## config.mk

```make
export PLATFORM = sky130hd
export DESIGN_NAME = i2c_target_regfile
export DESIGN_NICKNAME = d
export VERILOG_FILES = /design/src/rtl/i2c_target_regfile.sv
export SDC_FILE = /design/constraint.sdc
export NUM_CORES = 1
export LEC_CHECK = 0
export CORE_AREA = 2 2 193 195
export DETAILED_ROUTE_END_ITERATION = 7
export DIE_AREA = 0 0 195 197
export PLACE_DENSITY_LB_ADDON = 0.05
export SKIP_CTS_REPAIR_TIMING = 1
export SLEW_MARGIN = 10
export SYNTH_ARGS = -nofsm -noshare
export SYNTH_HDL_FRONTEND = slang
export SYNTH_SLANG_ARGS = --single-unit
export TNS_END_PERCENT = 5
```

## constraint.sdc

```tcl
create_clock -name clock -period 2.2 [get_ports clock]
set_input_delay 0.44 -clock clock [delete_from_list [all_inputs] [get_ports clock]]
set_output_delay 0.44 -clock clock [all_outputs]
set_load 0.005 [all_outputs]
```

## src/rtl/i2c_target_regfile.sv

```systemverilog
// I2C target with a masked address match, an internal register file reached through an
// auto-incrementing pointer, and a host-side register port. SCL/SDA are oversampled.
module i2c_target_regfile #(
    parameter logic [6:0]  I2C_ADDR    = 7'h49,
    parameter logic [6:0]  ADDR_MASK   = 7'h00,
    parameter int unsigned NUM_REGS    = 16,
    parameter int unsigned SYNC_STAGES = 2,
    localparam int unsigned PW         = $clog2(NUM_REGS)
) (
    input  logic          clock,
    input  logic          reset,
    input  logic          SCL,
    input  logic          SDA_in,
    output logic          SDA_out,
    input  logic          reg_wr_en,
    input  logic [PW-1:0] reg_wr_addr,
    input  logic [7:0]    reg_wr_data,
    input  logic [PW-1:0] reg_rd_addr,
    output logic [7:0]    reg_rd_data,
    output logic          wr_down,
    output logic [PW-1:0] wr_down_addr,
    output logic [7:0]    wr_down_data,
    output logic          busy
);

    typedef enum logic [3:0] {
        StIdle, StAddr, StAddrAck, StPtr, StPtrAck,
        StWdata, StWdataAck, StRdata, StRdataAck, StIgnore
    } state_e;

    logic [SYNC_STAGES-1:0] scl_sync_q, sda_sync_q;
    logic                   scl_prev_q, sda_prev_q;
    logic                   scl_s, sda_s;
    logic                   scl_rise, scl_fall, start_evt, stop_evt;

    state_e        state_q, state_d;
    logic [3:0]    bit_cnt_q, bit_cnt_d;
    logic [7:0]    shift_q, shift_d;
    logic [6:0]    tx_q, tx_d;
    logic          rw_q, rw_d;
    logic [PW-1:0] ptr_q, ptr_d;
    logic          sda_out_q, sda_out_d;
    logic          busy_q, busy_d;
    logic          commit;
    logic [7:0]    byte_in;
    logic          addr_match;

    logic [7:0]    regs_q [NUM_REGS];
    logic          wr_down_q;
    logic [PW-1:0] wr_down_addr_q;
    logic [7:0]    wr_down_data_q;

    always_ff @(posedge clock or negedge reset) begin
        if (!reset) begin
            scl_sync_q <= '1;
            sda_sync_q <= '1;
            scl_prev_q <= 1'b1;
            sda_prev_q <= 1'b1;
        end else begin
            scl_sync_q <= {scl_sync_q[SYNC_STAGES-2:0], SCL};
            sda_sync_q <= {sda_sync_q[SYNC_STAGES-2:0], SDA_in};
            scl_prev_q <= scl_s;
            sda_prev_q <= sda_s;
        end
    end

    assign scl_s     = scl_sync_q[SYNC_STAGES-1];
    assign sda_s     = sda_sync_q[SYNC_STAGES-1];
    assign scl_rise  = scl_s & ~scl_prev_q;
    assign scl_fall  = ~scl_s & scl_prev_q;
    assign start_evt = scl_s & scl_prev_q & sda_prev_q & ~sda_s;
    assign stop_evt  = scl_s & scl_prev_q & ~sda_prev_q & sda_s;

    assign byte_in    = {shift_q[6:0], sda_s};
    assign addr_match = ((shift_q[7:1] ^ I2C_ADDR) & ~ADDR_MASK) == 7'd0;

    always_comb begin
        state_d   = state_q;
        bit_cnt_d = bit_cnt_q;
        shift_d   = shift_q;
        tx_d      = tx_q;
        rw_d      = rw_q;
        ptr_d     = ptr_q;
        sda_out_d = sda_out_q;
        busy_d    = busy_q;
        commit    = 1'b0;

        if (stop_evt) begin
            state_d   = StIdle;
            bit_cnt_d = 4'd0;
            sda_out_d = 1'b1;
            busy_d    = 1'b0;
        end else if (start_evt) begin
            state_d   = StAddr;
            bit_cnt_d = 4'd0;
            sda_out_d = 1'b1;
        end else begin
            unique case (state_q)
                StAddr, StPtr, StWdata: begin
                    if (scl_rise && bit_cnt_q != 4'd8) begin
                        shift_d   = byte_in;
                        bit_cnt_d = bit_cnt_q + 4'd1;
                        if (state_q == StWdata && bit_cnt_q == 4'd7) begin
                            commit = 1'b1;
                            ptr_d  = ptr_q + 1'b1;
                        end
                    end else if (scl_fall && bit_cnt_q == 4'd8) begin
                        if (state_q == StAddr) begin
                            if (addr_match) begin
                                state_d   = StAddrAck;
                                sda_out_d = 1'b0;
                                busy_d    = 1'b1;
                                rw_d      = shift_q[0];
                            end else begin
                                state_d = StIgnore;
                            end
                        end else if (state_q == StPtr) begin
                            if (32'(shift_q) < NUM_REGS) begin
                                state_d   = StPtrAck;
                                sda_out_d = 1'b0;
                                ptr_d     = shift_q[PW-1:0];
                            end else begin
                                state_d = StIgnore;
                            end
                        end else begin
                            state_d   = StWdataAck;
                            sda_out_d = 1'b0;
                        end
                    end
                end
                StAddrAck: begin
                    if (scl_fall) begin
                        bit_cnt_d = 4'd0;
                        if (rw_q) begin
                            // Byte is captured here so later host writes cannot disturb it.
                            state_d   = StRdata;
                            sda_out_d = regs_q[ptr_q][7];
                            tx_d      = regs_q[ptr_q][6:0];
                        end else begin
                            state_d   = StPtr;
                            sda_out_d = 1'b1;
                        end
                    end
                end
                StPtrAck, StWdataAck: begin
                    if (scl_fall) begin
                        state_d   = StWdata;
                        bit_cnt_d = 4'd0;
                        sda_out_d = 1'b1;
                    end
                end
                StRdata: begin
                    if (scl_fall) begin
                        if (bit_cnt_q == 4'd7) begin
                            state_d   = StRdataAck;
                            bit_cnt_d = 4'd0;
                            sda_out_d = 1'b1;
                        end else begin
                            sda_out_d = tx_q[6];
                            tx_d      = {tx_q[5:0], 1'b0};
                            bit_cnt_d = bit_cnt_q + 4'd1;
                        end
                    end
                end
                StRdataAck: begin
                    // bit_cnt_q == 1 marks a master ACK waiting for the next SCL fall.
                    if (scl_rise) begin
                        ptr_d = ptr_q + 1'b1;
                        if (sda_s) begin
                            state_d = StIgnore;
                        end else begin
                            bit_cnt_d = 4'd1;
                        end
                    end else if (scl_fall && bit_cnt_q == 4'd1) begin
                        state_d   = StRdata;
                        bit_cnt_d = 4'd0;
                        sda_out_d = regs_q[ptr_q][7];
                        tx_d      = regs_q[ptr_q][6:0];
                    end
                end
                StIdle, StIgnore: begin
                    sda_out_d = 1'b1;
                end
                default: begin
                    state_d   = StIdle;
                    sda_out_d = 1'b1;
                end
            endcase
        end
    end

    always_ff @(posedge clock or negedge reset) begin
        if (!reset) begin
            state_q   <= StIdle;
            bit_cnt_q <= 4'd0;
            shift_q   <= 8'd0;
            tx_q      <= 7'd0;
            rw_q      <= 1'b0;
            ptr_q     <= '0;
            sda_out_q <= 1'b1;
            busy_q    <= 1'b0;
        end else begin
            state_q   <= state_d;
            bit_cnt_q <= bit_cnt_d;
            shift_q   <= shift_d;
            tx_q      <= tx_d;
            rw_q      <= rw_d;
            ptr_q     <= ptr_d;
            sda_out_q <= sda_out_d;
            busy_q    <= busy_d;
        end
    end

    // The I2C commit is applied last so it wins a same-index collision with the host.
    always_ff @(posedge clock or negedge reset) begin
        if (!reset) begin
            for (int unsigned i = 0; i < NUM_REGS; i++) begin
                regs_q[i] <= 8'd0;
            end
        end else begin
            if (reg_wr_en) begin
                regs_q[reg_wr_addr] <= reg_wr_data;
            end
            if (commit) begin
                regs_q[ptr_q] <= byte_in;
            end
        end
    end

    always_ff @(posedge clock or negedge reset) begin
        if (!reset) begin
            wr_down_q      <= 1'b0;
            wr_down_addr_q <= '0;
            wr_down_data_q <= 8'd0;
        end else begin
            wr_down_q <= commit;
            if (commit) begin
                wr_down_addr_q <= ptr_q;
                wr_down_data_q <= byte_in;
            end
        end
    end

    assign SDA_out      = sda_out_q;
    assign busy         = busy_q;
    assign reg_rd_data  = regs_q[reg_rd_addr];
    assign wr_down      = wr_down_q;
    assign wr_down_addr = wr_down_addr_q;
    assign wr_down_data = wr_down_data_q;

endmodule

```

==> reports/metrics.yaml <==
outcome:
  status: "finished with violations"
  violations: "negative setup slack"
logic_synthesis:
  synth_top_family_by_area: "multiplexers"
  synth.avg_cell_area_um2: 11.0
  synthAdderAreaFrac_pct: 0.811
  synth_nets: 1009
  synth_mux_area_share_pct: 32.3
  synth_warnings: 0
  synth_cell_types: 68
  synthFlopType: "dfrtp_1"
  synth_seq_cells: 177
  async_flop_share_pct: 100
  synth_xor_area_share_pct: 0.162
  seq_area_frac_synth_pct: 41.1
  synth-compound-area-share_pct: 10.3
  yosys.area_share.simple_pct: 11.5
  postSynthCellCount: 981
  synth_edf_count: 0
  synth.cell_area_um2: 10800
power_and_ir_drop:
  pwr-share-clk_pct: 24.8
  swShare_pct: 34.4
  leakage_nw: 5.70
  intPower_mw: 8.53
  p_per_area_nw_per_um2: 912
  irDropWorstVdd_mv: 0.618
  power.switching_mw: 4.48
  power_frac_comb_pct: 40.4
  total_power_mw: 13.0
  p_seq_share_pct: 34.8
detailed_routing:
  post-route-drc-count: 0
  drt_iter0_drc: 546
  vias_per_cell: 5.20
  drt_pass1_iterations: 5
  wl_per_cell_um: 24.6
  ant_nets: 0
  vias: 8622
  routed_wl_um: 40700
grt:
  first_global_vias: 8894
  overflow: 0
  antenna_found_initial: 1
  grt_first_pass_wirelength_um: 60900
  grt_max_degree: 43
  grtUsageTotal_pct: 21.9
timing:
  setup_viol: 9
  layout_min_cycle_time_ns: 2.49
  postLayoutSetupSlackWorst_ns: -0.288
  tightest_slew_ns: 0.489
  fmax_mhz: 402
  fin_skew_ns: 0.0165
  whs_ns: 0.357
  slew_headroom_pct: 67.3
  finalHoldViolations: 0
  drv_slew: 0
  fin_crit_sh_pct: 113
  rsz0062_at_grt: "true"
clocking:
  clk_latency_ns: 0.46
  cts_root_buffer: "clkbuf_16"
  cts.sinks: 177
  clkTransAtPathRegs_ns: 0.07
  tritoncts: "built"
  clockBufferDepth: 2
  cts_buffers: 17
  cts-htree-levels: 4
hold_path:
  min-delay-path-class: "flip-flop to flip-flop"
placed_design:
  gp_congestion: 0.791
  port_buffers: 43
  dp_hpwl_um: 28700
cells_and_area:
  fillers: 3574
  area_delta_synth_final_pct: 32.2
  multi_input_area_um2: 6030
  drive_gt1_share_pct: 35.2
  finalNetCount: 1204
  register_area_um2: 4440
  num_antenna_cells: 0
die:
  initial_core_util_pct: 29.8
  die_h_um: 197
  core-area_um2: 36300
  rows: 70
  die_area_um2: 38400
  io_pins: 44
  die_w_um: 195
worst_setup_path:
  worstPathArrival_ns: 2.05
  crit_fanout: 6
  path_class: "input pin to output pin"
  cp-end-kind: "output pin"
  crit_path_start_kind: "input pin"
  crit_required_ns: 1.76
run:
  cap_violations: 0
[power by group through the flow]
stage | registers [mW] | logic [mW] | clock network (mW)
after CTS | 4.51 | 5.19 | 3.32
after global placement | 4.61 | 5.12 | 0
after floorplan | 4.36 | 2.91 | 0
final | 4.52 | 5.26 | 3.23
after detailed placement | 4.57 | 5.17 | 0
after global routing | 4.60 | 5.71 | 3.46
[worst paths after layout]
| check | start | to | slack, ns | cells past startpoint |
|---|---|---|---|---|
| setup / recovery | reg_rd_addr[0] | reg_rd_data[0] | -0.29 | 5 |
| hold / removal | scl_sync_q[0] | scl_sync_q[1] | 0.36 | 0 |
| setup reg to reg | ptr_q[0] | tx_q[5] | -0.01 | 6 |
| hold reg to reg | scl_sync_q[0] | scl_sync_q[1] | 0.36 | 0 |
| max in group asynchronous | reset | ptr_q[1] | 1.07 | 3 |
| min in group asynchronous | reset | regs_q[114] | 0.52 | 2 |
[routing by layer]
layer	share of wire, %	routed length, um	global-route usage, %
met5	0	0	0
met2	48	19500	36.1
met4	2.4	979	6.84
met1	47	19000	30.1
met3	3.1	1250	2.74
[state kept, by name, indices dropped and copies added, names as in the netlist, 2 cells and up]
| signal | cells |
|---|---|
| regs_q | 128 |
| bit_cnt_q | 4 |
| shift_q | 8 |
| scl_sync_q | 2 |
| wr_down_data | 8 |
| tx_q | 7 |
| sda_sync_q | 2 |
| state_q | 4 |
| wr_down_addr | 4 |
| ptr_q | 4 |
[synthesized netlist by cell type, types with 6 or more instances]
cell type / number / share of area (%)
dfrtp_1: 170 / 39
nand2_1: 151 / 5.3
mux2i_1: 142 / 13
o21ai_0: 133 / 6.2
mux4_2: 74 / 15
clkbuf_1: 38 / 1.3
buf_2: 29 / 1.3
nor2_1: 29 / 1.0
mux2_2: 21 / 2.2
a21oi_1: 18 / 0.83
o21ai_1: 15 / 0.70
nor2_2: 12 / 0.70
buf_1: 10 / 0.35
mux2_4: 10 / 1.4
nand2b_1: 10 / 0.58
inv_1: 9 / 0.31
nand3_1: 8 / 0.37
nor3_1: 8 / 0.37
dfstp_2: 7 / 1.7
ha_1: 7 / 0.81
nand3b_1: 6 / 0.42
[critical path, stage by stage]
cell and delay, ns:
buf_4 0.19, clkbuf_16 0.20, mux4_2 0.52, mux4_2 0.54, clkbuf_2 0.14
[placed cells by master, fill, tap and decap left out, drive strengths merged, types with 3 or more instances in the layout]
master	n
or3	3
clkinv	3
inv	13
clkdlybuf4s50	32
mux4	74
and3	3
a21oi	18
nand2b	11
o22ai	3
mux2i	143
nand2	155
clkbuf	32
dfrtp	170
nor2	41
mux2	31
nand3b	6
dfstp	7
nor3	13
buf	215
o21ai	149
ha	7
nand3	10
[metrics by stage]
| step | setup WS [ns] | area [um2] | setup TNS (ns) | util, % | std cells |
|---|---|---|---|---|---|
| global placement | -0.645 | 13500 | -4.87 | 37.2 | 1617 |
| CTS | -0.673 | 14100 | -5.01 | 38.9 | 1649 |
| detailed placement | -0.662 | 13500 | -4.86 | 37.2 | 1617 |
| finish | -0.288 | 14300 | -1.93 | 39.3 | 1657 |
| global route | -0.299 | 14300 | -2.72 | 39.3 | 1657 |
| floorplan | 0.0241 | 10800 | 0 | - | 981 |
[final cells by class]
cell class | count | area share [%]
Multi-Input combinational cell | 712 | 42.3
Sequential cell | 177 | 31.1
Timing Repair Buffer | 259 | 18.1
Tap cell | 468 | 4.10
Clock buffer | 21 | 3.30
Clock inverter | 11 | 0.877
Inverter | 9 | 0.237
[kinds of logic after synthesis]
group                    count (synthesis)
AO/OA/AOI/OAI                          196
XOR/XNOR                                 2
adder cells (fa/ha/maj)                  7
buffers and inverters                   92
flip-flops                             177
multiplexers                           248
AND/OR/NAND/NOR                        259
(Power assumes the default switching activity.)
==> RTL change 1: new RTL, same flow settings <==
`SYNC_STAGES`: 2 -> 4.
--- a/src/rtl/i2c_target_regfile.sv
+++ b/src/rtl/i2c_target_regfile.sv
@@ -4,7 +4,7 @@
     parameter logic [6:0]  I2C_ADDR    = 7'h49,
     parameter logic [6:0]  ADDR_MASK   = 7'h00,
     parameter int unsigned NUM_REGS    = 16,
-    parameter int unsigned SYNC_STAGES = 2,
+    parameter int unsigned SYNC_STAGES = 4,
     localparam int unsigned PW         = $clog2(NUM_REGS)
 ) (
     input  logic          clock,
Function: no difference found for any inputs over 4 cycles, from zero or initial values and one cycle with reset low; that may be too few to reach the edited logic, so the function may still have changed.
==> RTL change 1 against the unedited design <==
The run still ends with setup timing left; non-clock buffer count is 7 lower; synthesized area is essentially flat; clock power rose by 3%; maximum frequency increased by 0.41%; worst setup slack better by 10 ps; core utilization shrank 0.22 points; via count rose by 0.29%; sequential cell count is 4 higher; sequential power is 8.4% higher; wire length increased by 2.6%; cell area is 0.55% lower; total power increased by 14%; critical path depth is 2 lower; global-route usage is 0.75 points higher; critical endpoint is now reg_rd_data[2]; largest power group unchanged.
==> RTL change 1: results (changes against the unedited design) <==
| Result | Reported | Unit | Delta |
|:---|:---|:---|:---|
| Result of the run | finished with violations | - | unchanged |
| Failing checks | setup timing | - | unchanged |
| Highest net fanout along the worst path | 2 | - | was 6 |
| Total leakage power | 0.006027 | uW | was 0.005703 uW |
| Peak supply drop | 0.5074 | mV | was 0.6181 mV |
| First-iteration detailed-routing DRC count | 569 | - | was 546 |
| Worst Tran Pin Value | 654.1 | ps | was 488.9 ps |
| Half-perimeter wire length of the detailed placement result | 29230 | microns | was 28660 microns |
| Number of clock sinks | 181 | - | was 177 |
| Layout clock buffer count | 19 | - | was 21 |
| Number of detailed-routing iterations run before antenna repair | 6 | - | was 5 |
| Non-clock buffer share of cell area | 17.26 | % | was 18.09% |
| Number of setup violations in the final report | 25 | - | was 9 |
| Clock Network Area Fraction | 4.286 | % | was 4.174% |
| Gpl congestion | 0.8224 | - | was 0.7907 |
| Placed cell area | 13430 | sq um | was 13500 sq um |
| Sequential fraction of the synthesis area | 42.06 | % | was 41.11% |
| Maximum clock skew at final layout | 14.59 | ps | was 16.46 ps |
| Avg Inst Size Synth | 10.93 | sq um | was 11.00 sq um |
| Synth Area in Compound Gates | 9.881 | % | was 10.27% |
| Portion of netlist area occupied by mux cells | 31.14 | % | was 32.31% |
| Total nets after synthesis | 1016 | - | was 1009 |
| Sum Neg Setup Slack | -2193 | ps | was -1929 ps |
| Design Area, Final | 14190 | sq um | was 14270 sq um |
| Placed Cells | 1616 | - | was 1617 |
| Count of filler cells inserted in the layout | 3572 | - | was 3574 |
| Area of combinational cells with multiple inputs | 5967 | sq um | was 6031 sq um |
| Count of buffers not belonging to the clock network in the layout | 252 | - | was 259 |
| Post-synthesis adder-cell area fraction | 0.8108 | % | was 0.8113% |
| Pin count of the biggest net entering global routing | 62 | - | was 43 |
| Inverter count of the layout excluding clock inverters | 8 | - | was 9 |
| Number of unique standard cell types used by synthesis | 61 | - | was 68 |
| Vias in the first global route | 8938 | - | was 8894 |
| Global router's overall resource usage | 22.63 | % | was 21.88% |
| Worst hold-check path type | input pin to async pin | - | was register to register |
| Total number of vias | 8647 | - | was 8622 |
| Final worst setup slack | -278.3 | ps | was -288.4 ps |
| Dominant cells by area after synthesis | sky130_fd_sc_hd__dfrtp_1 (39%), sky130_fd_sc_hd__mux4_2 (16%), sky130_fd_sc_hd__mux2i_1 (12%) | - | was sky130_fd_sc_hd__dfrtp_1 (39%), sky130_fd_sc_hd__mux4_2 (15%), sky130_fd_sc_hd__mux2i_1 (13%) |
| Wire length of the first global-routing pass | 62380 | microns | was 60930 microns |
| Longest individual stage delay on the worst path | 550 | ps |  |
| Flip-flop and latch share of the layout cell area | 32.06 | % | was 31.12% |
| Area overhead of the layout relative to synthesis | 31.36 | % | was 32.16% |
| Net count of the finished layout | 1199 | - | was 1204 |
[RTL change 1: final timing paths]
| check | from | end | slack, ps | cells after the start |
|---|---|---|---|---|
| max in group asynchronous | reset | regs_q[50] | 1470 | 2 |
| worst min register to register | sda_sync_q[2] | sda_sync_q[3] | 360 | 0 |
| worst max-delay path | regs_q[34] | reg_rd_data[2] | -280 | 3 |
| min in group clock | sda_sync_q[2] | sda_sync_q[3] | 360 | 0 |
| worst max register to register | bit_cnt_q[0] | regs_q[107] | -40 | 10 |
| worst min-delay path | reset | regs_q[110] | 10 | 1 |
[RTL change 1: layer usage]
metal  track usage, %  routed length, microns  vias to the layer above
li1                 -                       -                     4015
met1            30.48                   18780                     4374
met2            37.25                   20130                      213
met3            3.833                    1780                       45
met4            7.153                    1096                        0
met5                0                       0                        -
[RTL change 1: report_power, final]
part / switching, uW / total (uW) / internal (uW)
combinational: 3160 / 6560 / 3400
clock: 1570 / 3330 / 1760
sequential: 780 / 4900 / 4120
==> RTL change 2: new RTL, same settings <==
Without the edit above. Put a register stage on the output `reg_rd_data`, with the module's reset. The value now appears one clock later. The other outputs are not delayed to match.
--- a/src/rtl/i2c_target_regfile.sv
+++ b/src/rtl/i2c_target_regfile.sv
@@ -243,7 +243,13 @@
 
     assign SDA_out      = sda_out_q;
     assign busy         = busy_q;
-    assign reg_rd_data  = regs_q[reg_rd_addr];
+    always_ff @(posedge clock or negedge reset) begin
+        if (!reset) begin
+            reg_rd_data <= '0;
+        end else begin
+            reg_rd_data <= regs_q[reg_rd_addr];
+        end
+    end
     assign wr_down      = wr_down_q;
     assign wr_down_addr = wr_down_addr_q;
     assign wr_down_data = wr_down_data_q;
Behaviour: not the same (a bounded check fails within 4 cycles, from zero or initial values and one cycle with reset low).
==> RTL change 2 against the unedited design <==
Synthesized area up 4.2%; critical path depth rose by 1; combinational power up 33%; cell area is 0.58% lower; critical path type is now register to register; sequential share of layout area grew 1.6 points; total power increased by 17%; cell count down 2.9%; sequential cell count rose by 8; worst setup slack better by 310 ps; highest routed layer unchanged; worst hold slack better by 1.9 ps; wire length is 8.2% higher.
==> RTL change 2: results (changes against the unedited design) <==
| Result | Reported | Unit | Delta |
|:---|:---|:---|:---|
| Portion of netlist area occupied by mux cells | 30.13 | % | was 32.31% |
| Clock Network Area Fraction | 3.899 | % | was 4.174% |
| Inverter count of the layout excluding clock inverters | 13 | - | was 9 |
| Post-synth top cells | sky130_fd_sc_hd__dfrtp_1 (178), sky130_fd_sc_hd__nor2_1 (153), sky130_fd_sc_hd__a21oi_1 (141), sky130_fd_sc_hd__mux2i_1 (141), sky130_fd_sc_hd__mux4_2 (71) | - | was sky130_fd_sc_hd__dfrtp_1 (170), sky130_fd_sc_hd__nand2_1 (151), sky130_fd_sc_hd__mux2i_1 (142) |
| Total area of sequential cells | 4646 | sq um | was 4441 sq um |
| Post-placement setup slack | -148.9 | ps | was -661.6 ps |
| Vias in the first global route | 8408 | - | was 8894 |
| Arrival @ worst endpoint | 2530 | ps | was 2050 ps |
| First-iteration detailed-routing DRC count | 685 | - | was 546 |
| Net count of the finished layout | 1157 | - | was 1204 |
| Count of multi-input combinational gates | 732 | - | was 712 |
| Number of standard cells in the final layout excluding fillers | 1609 | - | was 1657 |
| Hold path start | sda_sync_q[0] | - | was scl_sync_q[0] |
| Count of buffers not belonging to the clock network in the layout | 180 | - | was 259 |
| Avg Inst Size Synth | 11.25 | sq um | was 11.00 sq um |
| Peak supply drop | 0.5926 | mV | was 0.6181 mV |
| Core occupancy in the finished layout | 39.12 | % | was 39.35% |
| Share of cell area taken by multi-input logic gates | 46.30 | % | was 42.27% |
| Global router's overall resource usage | 21.42 | % | was 21.88% |
| Result of the run | finished clean | - | was finished with violations |
| Wire length of the first global-routing pass | 59620 | microns | was 60930 microns |
| Minimum clock period after layout | 2183 | ps | was 2488 ps |
| Post-synthesis adder-cell area fraction | 0.7785 | % | was 0.8113% |
| Sequential fraction of the synthesis area | 41.23 | % | was 41.11% |
| Pin count of the biggest net entering global routing | 50 | - | was 43 |
| Maximum clock skew at final layout | 18.33 | ps | was 16.46 ps |
| Hold WS | 358.9 | ps | was 357.0 ps |
| Placed cell area | 13020 | sq um | was 13500 sq um |
==> RTL change 2: metal layers <==
layer / share of wire (%) / track usage (%)
met3: 3.5 / 3.046
met5: 0 / 0
met2: 50 / 35.91
met1: 46 / 29.67
met4: 1.0 / 4.269
==> RTL change 2: worst max path at each step <==
stage | start | end | cells past startpoint
2_1_floorplan | bit_cnt_q[0] | state_q[1] | 6
3_3_place_gp | ptr_q[0] | tx_q[6] | 7
3_5_place_dp | ptr_q[0] | tx_q[6] | 7
4_1_cts | ptr_q[0] | tx_q[6] | 7
5_1_grt | bit_cnt_q[1] | regs_q[14] | 10
6_report | ptr_q[0] | tx_q[2] | 6
==> RTL change 2: power breakdown <==
part	internal, uW	total [uW]	switching, uW
Combinational	3330	6990	3660
Sequential	4270	5110	842
Clock	1500	3080	1570
Total	9110	15200	6070
